==> config.mk <==
export PLATFORM = sky130hd
export DESIGN_NAME = wave_dac_if
export DESIGN_NICKNAME = d
export VERILOG_FILES = /design/src/rtl/wave_dac_if.sv
export SDC_FILE = /design/constraint.sdc
export NUM_CORES = 1
export LEC_CHECK = 0
export ABC_AREA = 0
export CORE_UTILIZATION = 30
export DETAILED_ROUTE_END_ITERATION = 8
export PLACE_DENSITY = 0.43
export RECOVER_POWER = 25
export SYNTH_ARGS = -nofsm -noshare
export SYNTH_HDL_FRONTEND = slang
export SYNTH_SLANG_ARGS = --single-unit
==> constraint.sdc <==
create_clock -name clk -period 10.85 [get_ports clk]
set_input_delay 2.7125 -clock clk [delete_from_list [all_inputs] [get_ports clk]]
set_output_delay 2.7125 -clock clk [all_outputs]
set_load 0.005 [all_outputs]
==> src/rtl/wave_dac_if.sv <==
// Waveform-to-DAC output stage: gain/offset pipeline with saturation, a priming
// FIFO, and a rate-divided drain that updates the DAC code.
module wave_dac_if #(
    parameter int WAVE_WIDTH = 16,
    parameter int FIFO_DEPTH = 4,
    parameter int DIV_WIDTH  = 16
) (
    input  logic                  clk,
    input  logic                  reset,
    input  logic                  wave_valid,
    input  logic [WAVE_WIDTH-1:0] wave_in,
    input  logic [15:0]           gain,
    input  logic [WAVE_WIDTH-1:0] offset,
    input  logic                  enable,
    input  logic [DIV_WIDTH-1:0]  rate_div,
    input  logic [FIFO_DEPTH:0]   prime_level,
    input  logic [WAVE_WIDTH-1:0] idle_value,
    input  logic                  clear_flags,
    output logic [WAVE_WIDTH-1:0] dac_data,
    output logic                  dac_strobe,
    output logic [FIFO_DEPTH:0]   fifo_level,
    output logic                  overflow,
    output logic                  underflow
);

    localparam int PROD_WIDTH = WAVE_WIDTH + 16;
    localparam int SUM_WIDTH  = PROD_WIDTH + 1;
    localparam int ENTRIES    = 1 << FIFO_DEPTH;

    localparam logic [FIFO_DEPTH:0] FULL_LEVEL = (FIFO_DEPTH + 1)'(ENTRIES);
    localparam logic signed [SUM_WIDTH-1:0] SAT_MAX =
        {{(SUM_WIDTH - WAVE_WIDTH + 1){1'b0}}, {(WAVE_WIDTH - 1){1'b1}}};
    localparam logic signed [SUM_WIDTH-1:0] SAT_MIN =
        {{(SUM_WIDTH - WAVE_WIDTH + 1){1'b1}}, {(WAVE_WIDTH - 1){1'b0}}};

    typedef enum logic [1:0] {
        ST_IDLE,
        ST_PRIME,
        ST_STREAM
    } state_t;

    state_t state;
    state_t state_next;

    // Sample pipeline
    logic                          s1_valid;
    logic signed [PROD_WIDTH-1:0]  s1_product;
    logic                          s2_valid;
    logic        [WAVE_WIDTH-1:0]  s2_data;
    logic signed [SUM_WIDTH-1:0]   sum;
    logic        [WAVE_WIDTH-1:0]  sat_value;

    // FIFO
    logic [WAVE_WIDTH-1:0] mem [ENTRIES];
    logic [FIFO_DEPTH-1:0] wr_ptr;
    logic [FIFO_DEPTH-1:0] rd_ptr;
    logic                  fifo_full;
    logic                  fifo_empty;
    logic                  flush;
    logic                  push_req;
    logic                  push;
    logic                  pop;

    // Rate divider and flag events
    logic [DIV_WIDTH-1:0]  cnt;
    logic                  tick;
    logic                  overflow_set;
    logic                  underflow_set;

    always_comb begin
        sum = SUM_WIDTH'(s1_product >>> 8) + SUM_WIDTH'($signed(offset));
        if (sum > SAT_MAX) begin
            sat_value = {1'b0, {(WAVE_WIDTH - 1){1'b1}}};
        end else if (sum < SAT_MIN) begin
            sat_value = {1'b1, {(WAVE_WIDTH - 1){1'b0}}};
        end else begin
            sat_value = sum[WAVE_WIDTH-1:0];
        end
    end

    // NOTE: sequential state uses non-blocking assignments so every register
    // samples the pre-edge values regardless of process evaluation order.
    always_ff @(posedge clk) begin
        if (reset) begin
            s1_valid <= 1'b0;
            s2_valid <= 1'b0;
        end else begin
            s1_valid <= enable & wave_valid;
            s2_valid <= enable & s1_valid;
        end
    end

    // NOTE: datapath registers and FIFO storage carry no reset; the valid bits
    // and pointers define what is meaningful, and skipping the reset keeps the
    // storage mappable to plain RAM.
    always_ff @(posedge clk) begin
        s1_product <= PROD_WIDTH'($signed(wave_in)) * PROD_WIDTH'($signed(gain));
        s2_data    <= sat_value;
        if (push) begin
            mem[wr_ptr] <= s2_data;
        end
    end

    assign fifo_full  = (fifo_level == FULL_LEVEL);
    assign fifo_empty = (fifo_level == '0);
    assign flush      = !enable || (state == ST_IDLE);

    // NOTE: every output of this block gets a default first, so no path
    // through the case leaves a signal unassigned and no latch is inferred.
    always_comb begin
        state_next    = state;
        tick          = 1'b0;
        underflow_set = 1'b0;
        if (!enable) begin
            state_next = ST_IDLE;
        end else begin
            case (state)
                ST_IDLE: begin
                    state_next = ST_PRIME;
                end
                ST_PRIME: begin
                    if (fifo_level >= prime_level) begin
                        state_next = ST_STREAM;
                    end
                end
                ST_STREAM: begin
                    if (cnt == '0) begin
                        tick = 1'b1;
                        if (fifo_empty) begin
                            underflow_set = 1'b1;
                            state_next    = ST_PRIME;
                        end
                    end
                end
                default: begin
                    state_next = ST_IDLE;
                end
            endcase
        end
    end

    // A full FIFO still accepts a write when the same edge pops the head.
    assign pop          = tick && !fifo_empty;
    assign push_req     = s2_valid && !flush;
    assign push         = push_req && (!fifo_full || pop);
    assign overflow_set = push_req && fifo_full && !pop;

    always_ff @(posedge clk) begin
        if (reset) begin
            state <= ST_IDLE;
        end else begin
            state <= state_next;
        end
    end

    // Counter is held at rate_div outside STREAM so streaming starts a full period.
    always_ff @(posedge clk) begin
        if (reset || state != ST_STREAM || !enable || tick) begin
            cnt <= rate_div;
        end else begin
            cnt <= cnt - DIV_WIDTH'(1);
        end
    end

    always_ff @(posedge clk) begin
        if (reset || flush) begin
            wr_ptr     <= '0;
            rd_ptr     <= '0;
            fifo_level <= '0;
        end else begin
            if (push) begin
                wr_ptr <= wr_ptr + FIFO_DEPTH'(1);
            end
            if (pop) begin
                rd_ptr <= rd_ptr + FIFO_DEPTH'(1);
            end
            case ({push, pop})
                2'b10:   fifo_level <= fifo_level + (FIFO_DEPTH + 1)'(1);
                2'b01:   fifo_level <= fifo_level - (FIFO_DEPTH + 1)'(1);
                default: fifo_level <= fifo_level;
            endcase
        end
    end

    always_ff @(posedge clk) begin
        if (reset) begin
            dac_data   <= '0;
            dac_strobe <= 1'b0;
        end else begin
            dac_strobe <= pop;
            if (flush) begin
                dac_data <= idle_value;
            end else if (pop) begin
                dac_data <= mem[rd_ptr];
            end
        end
    end

    // A set event outranks a simultaneous clear.
    always_ff @(posedge clk) begin
        if (reset) begin
            overflow  <= 1'b0;
            underflow <= 1'b0;
        end else begin
            overflow  <= overflow_set  || (overflow  && !clear_flags);
            underflow <= underflow_set || (underflow && !clear_flags);
        end
    end

endmodule
# ---- Word-level counts from Yosys, hierarchy flattened
# Memory sizes are Yosys's and may differ from the RTL's. A register that Yosys moved wholly into a read port is not among the register bits.
# Cells that the tools add are included.
# Widths: inputs -> output; s select.
dict set report word_totals {
  ram_bits 256
  ff_bits 100
  n_memories 1
  in_bits 90
  latchBits 0
  out_inout_bits 24
  romBits 0
}
# name depth word_bits rd rd_ports_with_merged_regs wr line_no
set memory_table {}
lappend memory_table {mem 16 16 1 1 1 54} ;# logic [WAVE_WIDTH-1:0] mem [ENTRIES];
dict set report op_classes {
  mux 20
  eq_ne 9
  n_mul 1
  reduce_logical 28
  order_cmp 3
  n_bitwise 3
  div_mod_pow 0
  n_addsub 6
  shifts 0
}
# cell n
set ops {}
lappend ops {{$mux 16} 4}
lappend ops {{$mul 16x16->32} 1}
lappend ops {{$add 24x16->25} 1}
lappend ops {{$gt 25x16->1 const B} 1}
lappend ops {{$lt 25x16->1 const B} 1}
lappend ops {{$logic_not 16->1} 1}
lappend ops {{$sub 16x1->16 const B} 1}
lappend ops {{$pmux 5 s2} 1}
lappend ops {{$mux 1} 9}
lappend ops {{$add 4x1->4 const B} 2}
lappend ops {{$logic_or 1x1->1} 8}
lappend ops {{$mux 4} 2}
lappend ops {{$ne 2x2->1 const B} 4}
lappend ops {{$logic_and 1x1->1} 7}
lappend ops {{$logic_not 1->1} 6}
lappend ops {{$mux 2} 3}
lappend ops {{$pmux 2 s3} 1}
lappend ops {{$add 5x1->5 const B} 1}
lappend ops {{$eq 5x5->1 const B} 1}
lappend ops {{$ge 5x5->1} 1}
lappend ops {{$logic_not 5->1} 1}
lappend ops {{$sub 5x1->5 const B} 1}
lappend ops {{$eq 2x1->1 const B} 2}
lappend ops {{$eq 2x2->1 const B} 2}
lappend ops {{6 further kinds} 8}

# ---- Longest topological paths before layout
dict set report logic_depth {
  depth_word 9
  depth_mapped 23
  depth_no_buf 22
}

# ---- Worst setup path after synthesis
# OpenSTA, ideal clock, no wires.
dict set report synth_timing {
  path_kind {input-to-reg}
  start {in wave_in[7]}
  end {reg s1_product[21]}
  setup_time_ns 0.118
  path_buffers 1
  t_arrival_ns 8.259
  path_slack_ns 2.473
  path_stages 23
  cell_sequence {clkbuf_1 > nand2_1 > fa_1 > inv_1 > fa_1 > inv_1 > fa_1 > inv_1 > fa_1 > fa_1 > inv_1 > fa_1 > inv_1 > ha_1 > nand4_1 > nor2_1 > or4b_2 > a31oi_1 > o21ai_0 > a21oi_1 > o21a_1 > nor2_1 > xnor2_1}
}
dict set report synth_via {
  elab_chain_len 1
}
# item line_no
set synth_rtl {}
lappend synth_rtl {{from (decl)} 11} ;# input logic [WAVE_WIDTH-1:0] wave_in,
lappend synth_rtl {{$mul 16x16->32} 97} ;# s1_product <= PROD_WIDTH'($signed(wave_in)) * PROD_WIDTH'($signed(gain));
lappend synth_rtl {{to (signal assigned)} 97}
lappend synth_rtl {{to (decl)} 47} ;# logic signed [PROD_WIDTH-1:0] s1_product;
# No other way between the ends.
# A chain may end at the register's enable or synchronous reset.

# ---- Worst setup path after layout
dict set report layout_timing {
  start {in wave_in[11]}
  end {reg s1_product[31]}
}
# Same word-level chain as after synthesis.

==> results.ini <==
[outcome]
outcome = completed

[sta]
period_share_pct = 83.7
setup_viol = 0
whs_ns = 0.423
skew_ns = 0.0245
rsz0062_at_grt = no
hold_viol = 0
max_slew_margin_pct = 20.7
fin_setup_tns_ns = 0
tightest_slew_ns = 1.19
fin_crit_ns = 9.08
max_freq_ghz = 0.110
slew_viol_final = 0

[global_route]
globalRouteMet2Util_pct = 25.4
grt_pass1_vias = 15516
globalRouteTotalUtil_pct = 14.2
gr-max-usage-layer = met2
met3_usage_pct = 2.09
gr-total-overflow = 0
grt_max_degree = 65
grt_util_met1_pct = 18.1
grt_pass1_wl_mm = 89.9
antenna_found_initial = 5

[finish]
final_core_util_pct = 34.9
nNetsFinal = 2509
drive_gt1_share_pct = 9.38
area_delta_synth_final_pct = 14.7
final_cell_area_sq_mm = 0.0276
diodes = 0

[logic_synthesis]
syn-mean-instance-area_sq_um = 12.5
synth.largest_area_cell = edfxtp_1
synth_fp_nets = 2401
synth_edf_count = 256
synth_ff_type = edfxtp_1
yosysWarnings = 0
synth.top_cell.area_share_pct = 31.9
synth_cell_types = 74
ys_seq_area_share_pct = 39.9
netlist_top_cells_count = inv_1, fa_1, edfxtp_1, nand2_1, and2_1
synth-seq-cells = 352
syn-cell-area_sq_mm = 0.0241
synth-async-reset-ratio_pct = 0
synthMostInstantiatedCell = inv_1
syn_inst = 1931
synth_area_leaders = edfxtp_1, fa_1, dfxtp_1, mux4_2, ha_1

[route]
dr.pass1.iters = 5
wl_per_cell_um = 18.1
vias_per_cell = 4.54
drc = 0
ant_nets = 0
num_vias = 14175
wirelength_mm = 56.6
initialDrtViolationCount = 551

[setup_path]
critPathBufInv = 4
path_cells = clkdlybuf4s50_1 > nand2_1 > fa_1 > fa_1 > fa_1 > inv_1 > fa_1 > fa_1 > inv_1 > fa_1 > inv_1 > ha_1 > a21o_1 > a21o_1 > a211oi_1 > and3_1 > a21oi_1 > a211oi_1 > o2111ai_1 > a21oi_1 > xnor2_1
crit_path_end_kind = flip-flop
crit_slowest_cell = clkdlybuf4s50_1
arrival_ns = 9.55
cp.required_ns = 11.31
critPathKind = in -> reg
crit_path_frequent_cell = fa_1
cp_max_fo = 16
slowest_delay_ns = 0.91
crit_family = adder cells
start_kind = input pin

[placed_design]
numPortBuffers = 113
dpl.hpwl_mm = 42.5
place_congestion = 0.781
placed_area_sq_mm = 0.0264

[clocking]
clk_pin_slew_worst_paths_ns = 0.06
clkSinkCount = 352
cts_tree = yes
clk_latency_ns = 0.55
postCtsHoldBufs = 0
cts_resized = 0
cts_max_level = 2
postCtsSetupRepairBufs = 0
numCtsBuffers = 38
cts_buffer_depth = 3
cts-root-buf = clkbuf_16

[die]
num_rows = 103
core_area_sq_mm = 0.0791
die_w_um = 285
pin_count = 114
initial_utilization_pct = 30.4
die_area_sq_mm = 0.0814
dieHeight_um = 285

[pwr]
power_density_mw_per_mm2 = 284
p_leak_nw = 11.0
ir_drop_v = 0.000239
fin_total_pwr_mw = 7.83

[hold_path]
hold_class = reg -> reg

[flow_run]
maxCapViolations = 0

==> area by class of cell <==
type                            count  area, sq um
Tap cell                         1050         1310
Clock inverter                     25          210
Timing Repair Buffer              141         1340
Multi-Input combinational cell   1197        13000
Sequential cell                   352         9620
Fill cell                        7854        51500
Inverter                          309         1160
Clock buffer                       45          987
==> registers in the layout, summed over array words and instances, names as in the netlist, named ones only <==
register and flops:
overflow 1, wr_ptr 4, s1_valid 1, state 2
s2_data 16, rd_ptr 4, cnt 16, dac_data 16
underflow 1, dac_strobe 1, s1_product 24, s2_valid 1
mem 256, fifo_level 5
==> cell families (layout without fill, tap and decap cells) <==
family,Yosys count,in the layout,share of synthesized area [%]
AO/OA/AOI/OAI,187,187,5.36
AND/OR/NAND/NOR,454,454,9.29
flip-flops,352,352,39.9
multiplexers,101,101,8.36
buffers and inverters,382,520,6.23
adder cells (fa/ha/maj),380,380,28.0
XOR/XNOR,75,75,2.87
==> worst paths after layout <==
path,cells after the start,end,slack [ns],from
min,1,s2_valid$_SDFF_PP0_,0.42,s1_valid$_SDFF_PP0_
max reg2reg,8,mem[7][5]$_DFFE_PP_,6.78,cnt[6]$_DFF_P_
min reg2reg,1,s2_valid$_SDFF_PP0_,0.42,s1_valid$_SDFF_PP0_
max,21,s1_product[31]$_DFF_P_,1.77,wave_in[11]
==> per-layer routing <==
metal | routed length [um] | part of all wire, %
met1 | 25200 | 45
met2 | 28200 | 50
met3 | 2090 | 3.7
met4 | 965 | 1.7
met5 | 67 | 0.12
==> report_power, final <==
part / total (mW) / switching [mW] / internal, mW
sequential: 1.84 / 0.123 / 1.72
clock: 1.24 / 0.534 / 0.704
combinational: 4.75 / 2.57 / 2.17
total: 7.83 / 3.23 / 4.60
==> stage by stage <==
stage,std cells,setup slack (ns)
3_5_place_dp,3049,1.06
5_1_grt,3119,1.36
2_1_floorplan,1931,2.47
6_report,3119,1.77
4_1_cts,3119,1.65
3_3_place_gp,3049,1.10
==> cell usage in the layout (no fill, tap or decap), drive strengths merged, types with 7 or more instances in the layout <==
master	count
ha	117
xor2	26
o21ai	18
inv	309
and2	125
dfxtp	96
nor3	13
a21oi	65
nor2	98
nand4	7
nand2	153
mux2i	20
clkbuf	45
fa	263
o21a	7
clkinv	23
xnor2	49
mux4	80
buf	28
nand3	14
clkdlybuf4s50	113
o31ai	7
nor2b	9
nand2b	10
edfxtp	256
a21o	37
a211oi	24
Power figures use the tool's default switching activity.
